## src/rtl/load_store_unit_if.sv

```systemverilog
// Data-memory port between the load/store unit and memory: one request
// channel (valid/ready) and one read-response channel (valid only).
// Latency: none, wires only. Backpressure: memory holds off requests with
// LSU_Mem_Req_Ready; responses cannot be backpressured.
//
// Ports (master = LSU side):
//   LSU_Mem_Req_Valid / LSU_Mem_Req_Ready : request handshake
//   LSU_Mem_Addr_OutBUS                   : word-aligned address
//   LSU_Mem_Write                         : 1 = write, 0 = read
//   LSU_Mem_ByteEn_OutBUS                 : byte-lane enables
//   LSU_Mem_WData_OutBUS                  : lane-replicated store data
//   LSU_Mem_Resp_Valid / LSU_Mem_RData_InBUS : read response
interface load_store_unit_if;
  logic        LSU_Mem_Req_Valid;
  logic        LSU_Mem_Req_Ready;
  logic [31:0] LSU_Mem_Addr_OutBUS;
  logic        LSU_Mem_Write;
  logic [3:0]  LSU_Mem_ByteEn_OutBUS;
  logic [31:0] LSU_Mem_WData_OutBUS;
  logic        LSU_Mem_Resp_Valid;
  logic [31:0] LSU_Mem_RData_InBUS;

  modport master (
    output LSU_Mem_Req_Valid, LSU_Mem_Addr_OutBUS, LSU_Mem_Write,
           LSU_Mem_ByteEn_OutBUS, LSU_Mem_WData_OutBUS,
    input  LSU_Mem_Req_Ready, LSU_Mem_Resp_Valid, LSU_Mem_RData_InBUS
  );

  modport slave (
    input  LSU_Mem_Req_Valid, LSU_Mem_Addr_OutBUS, LSU_Mem_Write,
           LSU_Mem_ByteEn_OutBUS, LSU_Mem_WData_OutBUS,
    output LSU_Mem_Req_Ready, LSU_Mem_Resp_Valid, LSU_Mem_RData_InBUS
  );
endinterface

```

## src/rtl/load_store_unit.sv

```systemverilog
// Load/store unit: one memory transaction per load/store, lane steering,
// byte enables and load sign/zero extension.
// Latency: store Done 2 cycles after request, load 3 cycles (zero-wait memory).
// Backpressure: request held until Ready; pipeline stalled until completion;
// accesses abort with Error after TIMEOUT_CYCLES in REQ/WAIT_RESP (0 = never).
//
// Ports:
//   LSU_CLOCK_50, LSU_RESET_InHigh : clock, synchronous active-high reset
//   LSU_En_In, LSU_DataMem_Read_In, LSU_DataMem_Write_In : control-unit strobes
//   LSU_Funct3_InBUS, LSU_Addr_InBUS, LSU_StoreData_InBUS : access descriptor
//   mem                            : data-memory port (master side)
//   LSU_Stall, LSU_Done, LSU_Error : pipeline control / status pulses
//   LSU_LoadData_OutBUS            : extended load result, held between loads
module load_store_unit #(
  parameter int TIMEOUT_CYCLES = 255
) (
  input  logic              LSU_CLOCK_50,
  input  logic              LSU_RESET_InHigh,
  input  logic              LSU_En_In,
  input  logic              LSU_DataMem_Read_In,
  input  logic              LSU_DataMem_Write_In,
  input  logic [2:0]        LSU_Funct3_InBUS,
  input  logic [31:0]       LSU_Addr_InBUS,
  input  logic [31:0]       LSU_StoreData_InBUS,
  load_store_unit_if.master mem,
  output logic              LSU_Stall,
  output logic              LSU_Done,
  output logic [31:0]       LSU_LoadData_OutBUS,
  output logic              LSU_Error
);

  localparam int CW = (TIMEOUT_CYCLES < 2) ? 1 : $clog2(TIMEOUT_CYCLES + 1);
  // Last counter value at which the access may still complete.
  localparam logic [CW-1:0] TO_LAST =
    CW'((TIMEOUT_CYCLES == 0) ? 0 : TIMEOUT_CYCLES - 1);

  typedef enum logic [1:0] {IDLE, REQ, WAIT_RESP, DONE} state_t;

  state_t        state_q;
  logic [CW-1:0] cnt_q;
  logic          req_valid_q;
  logic          stall_q;
  logic          done_q;
  logic          err_q;
  logic [29:0]   addr_q;
  logic [1:0]    lane_q;
  logic [2:0]    f3_q;
  logic          write_q;
  logic [3:0]    byteen_q;
  logic [31:0]   wdata_q;
  logic [31:0]   load_q;

  logic        req_vld;
  logic        illegal;
  logic        take_ok;
  logic        take_bad;
  logic        timeout_hit;
  logic [3:0]  byteen_nxt;
  logic [31:0] wdata_nxt;
  logic [31:0] rd_shift;
  logic [31:0] load_ext;

  // Exactly one of read/write must accompany the enable.
  assign req_vld = LSU_En_In & (LSU_DataMem_Read_In ^ LSU_DataMem_Write_In);

  // funct3 011/11x never legal; unsigned variants (1xx) are load-only.
  assign illegal =
      (LSU_Funct3_InBUS == 3'b011)
    | (LSU_Funct3_InBUS[2] & LSU_Funct3_InBUS[1])
    | (LSU_DataMem_Write_In & LSU_Funct3_InBUS[2])
    | ((LSU_Funct3_InBUS[1:0] == 2'b01) & LSU_Addr_InBUS[0])
    | ((LSU_Funct3_InBUS[1:0] == 2'b10) & (|LSU_Addr_InBUS[1:0]));

  assign take_ok  = (state_q == IDLE) & req_vld & ~illegal;
  assign take_bad = (state_q == IDLE) & req_vld &  illegal;

  assign timeout_hit = (TIMEOUT_CYCLES != 0) && (cnt_q >= TO_LAST);

  always_comb begin
    byteen_nxt = 4'b1111;
    wdata_nxt  = 32'h0;
    case (LSU_Funct3_InBUS[1:0])
      2'b00:   byteen_nxt = 4'b0001 << LSU_Addr_InBUS[1:0];
      2'b01:   byteen_nxt = 4'b0011 << {LSU_Addr_InBUS[1], 1'b0};
      default: byteen_nxt = 4'b1111;
    endcase
    if (LSU_DataMem_Write_In) begin
      case (LSU_Funct3_InBUS[1:0])
        2'b00:   wdata_nxt = {4{LSU_StoreData_InBUS[7:0]}};
        2'b01:   wdata_nxt = {2{LSU_StoreData_InBUS[15:0]}};
        default: wdata_nxt = LSU_StoreData_InBUS;
      endcase
    end
  end

  // Bring the addressed lane down to bit 0, then extend per funct3.
  assign rd_shift = mem.LSU_Mem_RData_InBUS >> {lane_q, 3'b000};

  always_comb begin
    load_ext = rd_shift;
    case (f3_q)
      3'b000:  load_ext = {{24{rd_shift[7]}}, rd_shift[7:0]};
      3'b100:  load_ext = {24'h0, rd_shift[7:0]};
      3'b001:  load_ext = {{16{rd_shift[15]}}, rd_shift[15:0]};
      3'b101:  load_ext = {16'h0, rd_shift[15:0]};
      default: load_ext = rd_shift;
    endcase
  end

  always_ff @(posedge LSU_CLOCK_50) begin
    if (LSU_RESET_InHigh) begin
      state_q     <= IDLE;
      cnt_q       <= '0;
      req_valid_q <= 1'b0;
      stall_q     <= 1'b0;
      done_q      <= 1'b0;
      err_q       <= 1'b0;
      addr_q      <= '0;
      lane_q      <= '0;
      f3_q        <= '0;
      write_q     <= 1'b0;
      byteen_q    <= '0;
      wdata_q     <= '0;
      load_q      <= '0;
    end else begin
      done_q <= 1'b0;
      err_q  <= 1'b0;
      case (state_q)
        IDLE: begin
          cnt_q <= '0;
          if (take_ok) begin
            addr_q      <= LSU_Addr_InBUS[31:2];
            lane_q      <= LSU_Addr_InBUS[1:0];
            f3_q        <= LSU_Funct3_InBUS;
            write_q     <= LSU_DataMem_Write_In;
            byteen_q    <= byteen_nxt;
            wdata_q     <= wdata_nxt;
            req_valid_q <= 1'b1;
            stall_q     <= 1'b1;
            state_q     <= REQ;
          end
        end
        REQ: begin
          cnt_q <= cnt_q + 1'b1;
          // Acceptance wins over a coincident timeout.
          if (mem.LSU_Mem_Req_Ready) begin
            req_valid_q <= 1'b0;
            if (write_q) begin
              stall_q <= 1'b0;
              done_q  <= 1'b1;
              state_q <= DONE;
            end else begin
              state_q <= WAIT_RESP;
            end
          end else if (timeout_hit) begin
            req_valid_q <= 1'b0;
            stall_q     <= 1'b0;
            done_q      <= 1'b1;
            err_q       <= 1'b1;
            state_q     <= IDLE;
          end
        end
        WAIT_RESP: begin
          cnt_q <= cnt_q + 1'b1;
          if (mem.LSU_Mem_Resp_Valid) begin
            load_q  <= load_ext;
            stall_q <= 1'b0;
            done_q  <= 1'b1;
            state_q <= DONE;
          end else if (timeout_hit) begin
            stall_q <= 1'b0;
            done_q  <= 1'b1;
            err_q   <= 1'b1;
            state_q <= IDLE;
          end
        end
        default: begin
          // DONE: pipeline advances this cycle; next request seen in IDLE.
          state_q <= IDLE;
        end
      endcase
    end
  end

  assign mem.LSU_Mem_Req_Valid     = req_valid_q;
  assign mem.LSU_Mem_Addr_OutBUS   = {addr_q, 2'b00};
  assign mem.LSU_Mem_Write         = write_q;
  assign mem.LSU_Mem_ByteEn_OutBUS = byteen_q;
  assign mem.LSU_Mem_WData_OutBUS  = wdata_q;

  // Illegal requests complete in the cycle they are presented.
  assign LSU_Stall           = stall_q | take_ok;
  assign LSU_Done            = done_q | take_bad;
  assign LSU_Error           = err_q | take_bad;
  assign LSU_LoadData_OutBUS = load_q;

endmodule

```

## src/flat_wrapper.sv

```systemverilog
// flat-port wrapper written by rule: the top's interface ports become plain ports
module load_store_unit_flat 
#(
  parameter int TIMEOUT_CYCLES = 255
)
  (LSU_CLOCK_50, LSU_RESET_InHigh, LSU_En_In, LSU_DataMem_Read_In, LSU_DataMem_Write_In, LSU_Funct3_InBUS, LSU_Addr_InBUS, LSU_StoreData_InBUS, LSU_Stall, LSU_Done, LSU_LoadData_OutBUS, LSU_Error, mem_LSU_Mem_Req_Valid, mem_LSU_Mem_Addr_OutBUS, mem_LSU_Mem_Write, mem_LSU_Mem_ByteEn_OutBUS, mem_LSU_Mem_WData_OutBUS, mem_LSU_Mem_Req_Ready, mem_LSU_Mem_Resp_Valid, mem_LSU_Mem_RData_InBUS);
  load_store_unit_if mem_i ();
  input  logic LSU_CLOCK_50;
  input  logic LSU_RESET_InHigh;
  input  logic LSU_En_In;
  input  logic LSU_DataMem_Read_In;
  input  logic LSU_DataMem_Write_In;
  input  logic [2:0] LSU_Funct3_InBUS;
  input  logic [31:0] LSU_Addr_InBUS;
  input  logic [31:0] LSU_StoreData_InBUS;
  output logic LSU_Stall;
  output logic LSU_Done;
  output logic [31:0] LSU_LoadData_OutBUS;
  output logic LSU_Error;
  output wire logic [$bits(mem_i.LSU_Mem_Req_Valid)-1:0] mem_LSU_Mem_Req_Valid;
  output wire logic [$bits(mem_i.LSU_Mem_Addr_OutBUS)-1:0] mem_LSU_Mem_Addr_OutBUS;
  output wire logic [$bits(mem_i.LSU_Mem_Write)-1:0] mem_LSU_Mem_Write;
  output wire logic [$bits(mem_i.LSU_Mem_ByteEn_OutBUS)-1:0] mem_LSU_Mem_ByteEn_OutBUS;
  output wire logic [$bits(mem_i.LSU_Mem_WData_OutBUS)-1:0] mem_LSU_Mem_WData_OutBUS;
  input wire logic [$bits(mem_i.LSU_Mem_Req_Ready)-1:0] mem_LSU_Mem_Req_Ready;
  input wire logic [$bits(mem_i.LSU_Mem_Resp_Valid)-1:0] mem_LSU_Mem_Resp_Valid;
  input wire logic [$bits(mem_i.LSU_Mem_RData_InBUS)-1:0] mem_LSU_Mem_RData_InBUS;
  assign mem_LSU_Mem_Req_Valid = mem_i.LSU_Mem_Req_Valid;
  assign mem_LSU_Mem_Addr_OutBUS = mem_i.LSU_Mem_Addr_OutBUS;
  assign mem_LSU_Mem_Write = mem_i.LSU_Mem_Write;
  assign mem_LSU_Mem_ByteEn_OutBUS = mem_i.LSU_Mem_ByteEn_OutBUS;
  assign mem_LSU_Mem_WData_OutBUS = mem_i.LSU_Mem_WData_OutBUS;
  assign mem_i.LSU_Mem_Req_Ready = mem_LSU_Mem_Req_Ready;
  assign mem_i.LSU_Mem_Resp_Valid = mem_LSU_Mem_Resp_Valid;
  assign mem_i.LSU_Mem_RData_InBUS = mem_LSU_Mem_RData_InBUS;
  load_store_unit #(.TIMEOUT_CYCLES(TIMEOUT_CYCLES)) u_core (.LSU_CLOCK_50(LSU_CLOCK_50), .LSU_RESET_InHigh(LSU_RESET_InHigh), .LSU_En_In(LSU_En_In), .LSU_DataMem_Read_In(LSU_DataMem_Read_In), .LSU_DataMem_Write_In(LSU_DataMem_Write_In), .LSU_Funct3_InBUS(LSU_Funct3_InBUS), .LSU_Addr_InBUS(LSU_Addr_InBUS), .LSU_StoreData_InBUS(LSU_StoreData_InBUS), .mem(mem_i), .LSU_Stall(LSU_Stall), .LSU_Done(LSU_Done), .LSU_LoadData_OutBUS(LSU_LoadData_OutBUS), .LSU_Error(LSU_Error));
endmodule
```

## config.mk

```make
export PLATFORM = sky130hd
export DESIGN_NAME = load_store_unit_flat
export DESIGN_NICKNAME = d
export VERILOG_FILES = /design/src/rtl/load_store_unit_if.sv /design/src/rtl/load_store_unit.sv /design/src/flat_wrapper.sv
export SDC_FILE = /design/constraint.sdc
export NUM_CORES = 1
export LEC_CHECK = 0
export ABC_CLOCK_PERIOD_IN_PS = 3200
export BUFFER_PORTS_ARGS = -buffer_cell sky130_fd_sc_hd__buf_4
export CAP_MARGIN = 20
export CORE_MARGIN = 2
export CORE_UTILIZATION = 37
export DETAILED_ROUTE_END_ITERATION = 8
export SETUP_SLACK_MARGIN = 0.3
export SLEW_MARGIN = 10
export SYNTH_ARGS = -nofsm -noshare
export SYNTH_HDL_FRONTEND = slang
export SYNTH_SLANG_ARGS = --single-unit
```

## constraint.sdc

```tcl
create_clock -name LSU_CLOCK_50 -period 3.2 [get_ports LSU_CLOCK_50]
set_input_delay 0.16 -clock LSU_CLOCK_50 [delete_from_list [all_inputs] [get_ports LSU_CLOCK_50]]
set_output_delay 0.16 -clock LSU_CLOCK_50 [all_outputs]
set_load 0.02 [all_outputs]
```

* After elaboration in Yosys (flattened, before gate mapping)
Cells that the tools add are included.
** Word-level totals
- Flip-flop bits (word level) :: 118
- Bits of input ports :: 106
- Output and inout bits :: 105
** Operators by class
- Add/subtract/negate cells :: 1
- Order comparisons :: 1
- Eq/ne operators :: 11
- Shift-type cells :: 3
- Multiplexer cells :: 28
- Bitwise operators :: 17
- Reduce and logical (&&, ||, !) cells :: 12
** Operator list (count)
- $pmux 32 s4 :: 1
- $pmux 32 s2 :: 1
- $mux 32 :: 1
- $shr 32x5->32 :: 1
- $pmux 8 s2 :: 1
- $mux 1 :: 14
- $add 8x1->8 const B :: 1
- $and 1x1->1 :: 8
- $ge 8x8->1 const B :: 1
- $mux 2 :: 4
- $pmux 4 s2 :: 1
- $or 1x1->1 :: 7
- $eq 3x3->1 const B :: 2
- $ne 3x2->1 const B :: 2
- $pmux 1 s2 :: 3
- $pmux 2 s3 :: 1
- $reduce_and 3->1 :: 2
- $eq 2x1->1 const B :: 2
- $eq 2x2->1 const B :: 2
- $logic_not 2->1 :: 2
- $reduce_and 2->1 :: 2
- $reduce_bool 2->1 :: 2
- $reduce_or 2->1 :: 2
- $shl 1x2->4 const A :: 1
- other kinds (9) :: 9

* Depth between registers and ports, before layout
- Word-level depth :: 9
- Gate-level depth with buffers :: 7
- Gate-level depth less buffers :: 6

* Worst setup path after synthesis
Ideal clock, no wire load.
- Path kind :: register to register
- Start point :: register u_core.lane_q[1]
- End point :: register u_core.load_q[16], in the netlist u_core.LSU_LoadData_OutBUS[16]
- Library setup time :: 0.134 ns
- Arrival :: 1.725 ns
- Setup slack :: 1.341 ns
- Stages on the path, launching flop included :: 7
- Buffers on the path :: 2
- Clock period less this slack :: 1.859 ns
- Path through :: dfxtp_1 -> buf_6 -> mux4_2 -> and2_4 -> a311oi_4 -> buf_6 -> a211oi_1
** Between the ends
- Cells in the longest elaborated chain, start to end :: 2
** Ends and longest elaborated chain
- from (decl) :: line load_store_unit.sv:46 : logic [1:0] lane_q;
- from (signal assigned) :: line load_store_unit.sv:133 : lane_q <= LSU_Addr_InBUS[1:0];
- $shr 32x5->32 :: line load_store_unit.sv:97 : assign rd_shift = mem.LSU_Mem_RData_InBUS >> {lane_q, 3'b000};
- $pmux 32 s4 :: line load_store_unit.sv:101 : case (f3_q)
- to (signal assigned) :: line load_store_unit.sv:166 : load_q <= load_ext;
- to (decl) :: line load_store_unit.sv:51 : logic [31:0] load_q;
Every way passes these cells.
A chain may end at the register's enable or synchronous reset.

* Final worst setup path
- Start point :: register u_core.state_q[1]
- End point :: output LSU_Stall
** Between the ends
- Cells in the longest elaborated chain, start to end :: 4
** Ends and longest elaborated chain
- from (decl) :: line load_store_unit.sv:39 : state_t state_q;
- from (signal assigned) :: line load_store_unit.sv:112 : state_q <= IDLE;
- from (signal assigned) :: line load_store_unit.sv:140 : state_q <= REQ;
- from (signal assigned) :: line load_store_unit.sv:151 : state_q <= DONE;
- $logic_not 2->1 :: line load_store_unit.sv:74 : assign take_ok = (state_q == IDLE) & req_vld & ~illegal;
- $and 1x1->1 (2 in series) :: line load_store_unit.sv:74
- $or 1x1->1 :: line load_store_unit.sv:192 : assign LSU_Stall = stall_q | take_ok;
- to (decl) :: line flat_wrapper.sv:16 : output logic LSU_Stall;
Every way passes these cells.

==> summary.md <==
| Metric | Value |
|---|---|
| Status | complete, no violations |
| Unique cell type count in the Yosys netlist | 50 |
| Tightest Pin Transition | 0.931 ns |
| Initial DRC Count | about 250 |
| Via count | between 5000 and 6000 |
| CTS clock-pin slew for the worst setup and hold paths | roughly 0.050 ns |
| Largest family of logic cells by synthesized area | compound AO/OA/AOI/OAI gates |
| Final wirelength | 16100 um |
| Setup_tns | 0 ns |
| Fillers | between 1000 and 1500 |
| Post-synth EDFFs | 0 |
| Count of final hold-check violations | 0 |
| Drt first pass iters | 4 |
| Max-slew headroom | a little under two fifths |
| Setup repair after global routing missed its margin | false |
| Logic pwr share | 12.9% |
| Mean Syn Cell Area | 8.79 um2 |
| Sequential power share | between 40% and 50% |
| Post-synthesis sequential area ratio | between 40% and 50% |
| # setup viols final | 0 |
| Clk sinks | roughly 120 |
| I/O Buffers | around 210 |
| Yosys top cell area share | between 40 and 50% |
| Vias/cell | ~5.1 |
| First-pass GRT wire length | around 25000 um |
| DP Wirelength | 11100 um |
| Max cap viols | 0 |
| Largest net degree at the start of global routing | 88 |
| Core area | ~14000 um2 |
| Vias in the first global route | ~5100 |
| P_leak | between 3 and 4 nW |
| Synth Area in Compound Gates | 20.3% |
| Die area | around 15000 um2 |
| Tightest Hold Check Type | in2reg |
| Synth cell count leaders | 118 x dfxtp_1, 118 x nand2_1, 60 x a21oi_1 |
| Power share of the clock group | 45.7% |
| Max Transition Viols Final | 0 |
| CTS tree | built |
| CTS buffer count | 17 |
| Critical path type | reg2out |
| Synth top area cells | dfxtp_1 45%, nand2_1 8.5%, mux2i_1 6.1% |
| FF+latch count, synth | between 100 and 150 |
| Fmax | 441 MHz |
| Worst vdd ir | ~0.00034 V |
| DR DRC count | 0 |
| CTS Buffer Depth | 2 |
| H-Tree Level Count | 4 |
| Post-Synth Simple-Gate Area | between 10% and 20% |
| Reg area | between 2000 and 2500 um2 |
| Xor/xnor cell area share of the yosys netlist | less than 1% |
| Main flop type after synthesis | dfxtp_1 |
| Nets | approximately 930 |
| Crit. End Element | output pin |
| Critical Path Start Type | register |
| Yosys warnings | 0 |
| DR WL/cell | 16.0 um |
| Worst hold slack | between 0.02 and 0.025 ns |
| Crit path DAT | 2.11 ns |
| Synth area leader | dfxtp_1 |
| Post-Synthesis Cell Area | between 5000 and 6000 um2 |
| Mux share of post-synthesis cell area | between 9 and 10% |
| Final period util | a little under three quarters |
| Sw Share | ~25% |
| Initial Utilization | between 30% and 40% |
| Post-Synthesis Cells | just under 600 |
| Final GP Congestion | 0.792 |
| Layout Skew | 0.00628 ns |
| Root buffer cell | clkbuf_16 |
| WP data required | between 3 and 4 ns |
| Post-CTS setup buffer count | 0 |
| Synthesized-area fraction occupied by adder cells | 1.44% |
| Power Density | about 480 nW/um2 |
| Worst skew pair latency | 0.41 ns |
| Share of cells above drive strength 1 | around 33% |
| # diodes | 0 |
| Ys async rst share | 0% |
| Sw power | slightly above 900 uW |
| Pint | approximately 2.8 mW |
| Area delta synth->final | 48.3% |
| Total GRT Usage | 21.4% |
| Grt total ovfl | 0 |
| IO Count | roughly 210 |
| Area occupied by multi-input gates | about 2600 um2 |
| Die X | 123 um |
| Min Tclk post-route | about 2.3 ns |
| Power, Total | ~3.7 mW |
| Chip Height | roughly 120 um |
| Crit path max fanout | between 40 and 50 |
| Initial antenna violation count | 0 |
| Remaining antenna violation count after routing | 0 |
| Placement Rows | 43 |
## cell usage in the layout, fill, tap and decap left out, types with 3 or more instances in the layout
master and count:
mux2i_1 32, o2bb2ai_1 24, nand4_1 3, o21ai_0 13, buf_4 214, clkinv_2 8
nand2_1 118, dfxtp_1 118, xor2_1 4, a22o_1 16, nor3_1 14, or4_1 3
nand2b_1 7, a211oi_1 18, a21oi_1 60, clkbuf_16 17, inv_1 6, mux2_2 15
o211ai_1 8, nor2b_1 5, ha_1 6, nor2_1 43, clkbuf_8 3, dlygate4sd3_1 36
## registers in the layout, summed over array words and instances (netlist names)
signal,cells
u_core.LSU_LoadData_OutBUS,32
u_core.addr_q,30
u_core.cnt_q,8
u_core.done_q,1
u_core.err_q,1
u_core.f3_q,3
u_core.lane_q,2
u_core.mem.LSU_Mem_ByteEn_OutBUS,4
u_core.mem.LSU_Mem_Req_Valid,1
u_core.mem.LSU_Mem_WData_OutBUS,32
u_core.mem.LSU_Mem_Write,1
u_core.stall_q,1
u_core.state_q,2
## through the flow
stage               instances  utilization [%]  setup WS (ns)  area (um2)
floorplan                 595                -           1.34        5230
global placement          942             49.6           1.20        6860
detailed placement        942             49.6           1.13        6860
CTS                      1010             56.0          0.906        7750
global route             1010             56.0          0.799        7750
finish                   1010             56.0          0.930        7750
## worst max-delay path: stages, from the launching register on
cell,delay [ns]
dfxtp_1,0.41
inv_1,0.11
ha_1,0.29
o2111ai_4,0.15
buf_4,0.45
nand2b_1,0.11
buf_4,0.17
## what timing repair did
action | 4_1_cts | 5_1_grt
endpoints found under the hold margin | 36 | 0
gates resized for setup | 0 | 0
hold buffers | 36 | 0
endpoints found under the setup margin | 0 | 0
## path summary, 6_finish.rpt
kind	from	endpoint	slack [ns]	cells past startpoint
worst max register to register	u_core.lane_q[1]$_SDFFE_PP0P_	u_core.LSU_LoadData_OutBUS[31]$_SDFFE_PP0P_	1.10	5
worst min register to register	u_core.addr_q[11]$_SDFFE_PP0P_	u_core.addr_q[11]$_SDFFE_PP0P_	0.46	2
worst max-delay path	u_core.state_q[1]$_SDFFE_PP0P_	LSU_Stall	0.93	6
worst min-delay path	LSU_Addr_InBUS[11]	u_core.addr_q[9]$_SDFFE_PP0P_	0.02	3
## area by class of cell
class	instances	share of cell area (%)
Multi-Input combinational cell	424	34.1
Sequential cell	118	30.5
Timing Repair Buffer	250	25.4
Clock buffer	22	6.12
Tap cell	180	2.91
Clock inverter	10	0.711
Inverter	6	0.291
## power by group through the flow
stage | sequential [mW] | clock, mW | combinational (mW)
3_3_place_gp | 1.56 | 0 | 0.435
3_5_place_dp | 1.56 | 0 | 0.441
6_report | 1.53 | 1.69 | 0.478
2_1_floorplan | 1.59 | 0 | 0.199
5_1_grt | 1.53 | 1.80 | 0.519
4_1_cts | 1.53 | 1.72 | 0.478
## cell families (layout without fill, tap and decap cells)
logic type,Yosys count,after routing
simple gates,210,210
compound gates,153,153
flops,118,118
buf+inv,53,288
mux,48,48
fa+ha+maj,6,6
xor+xnor,5,5
other cells,1,2
## per-layer routing
layer / global-route usage, % / vias to the layer above / routed length (um)
met1: 25.5 / 2403 / 6630
met4: 8.33 / 0 / 329
met5: 0 / - / 0
met2: 35.2 / 165 / 7960
li1: - / 2539 / -
met3: 7.48 / 23 / 1230
Note: power is estimated with default switching activity, not from simulation.
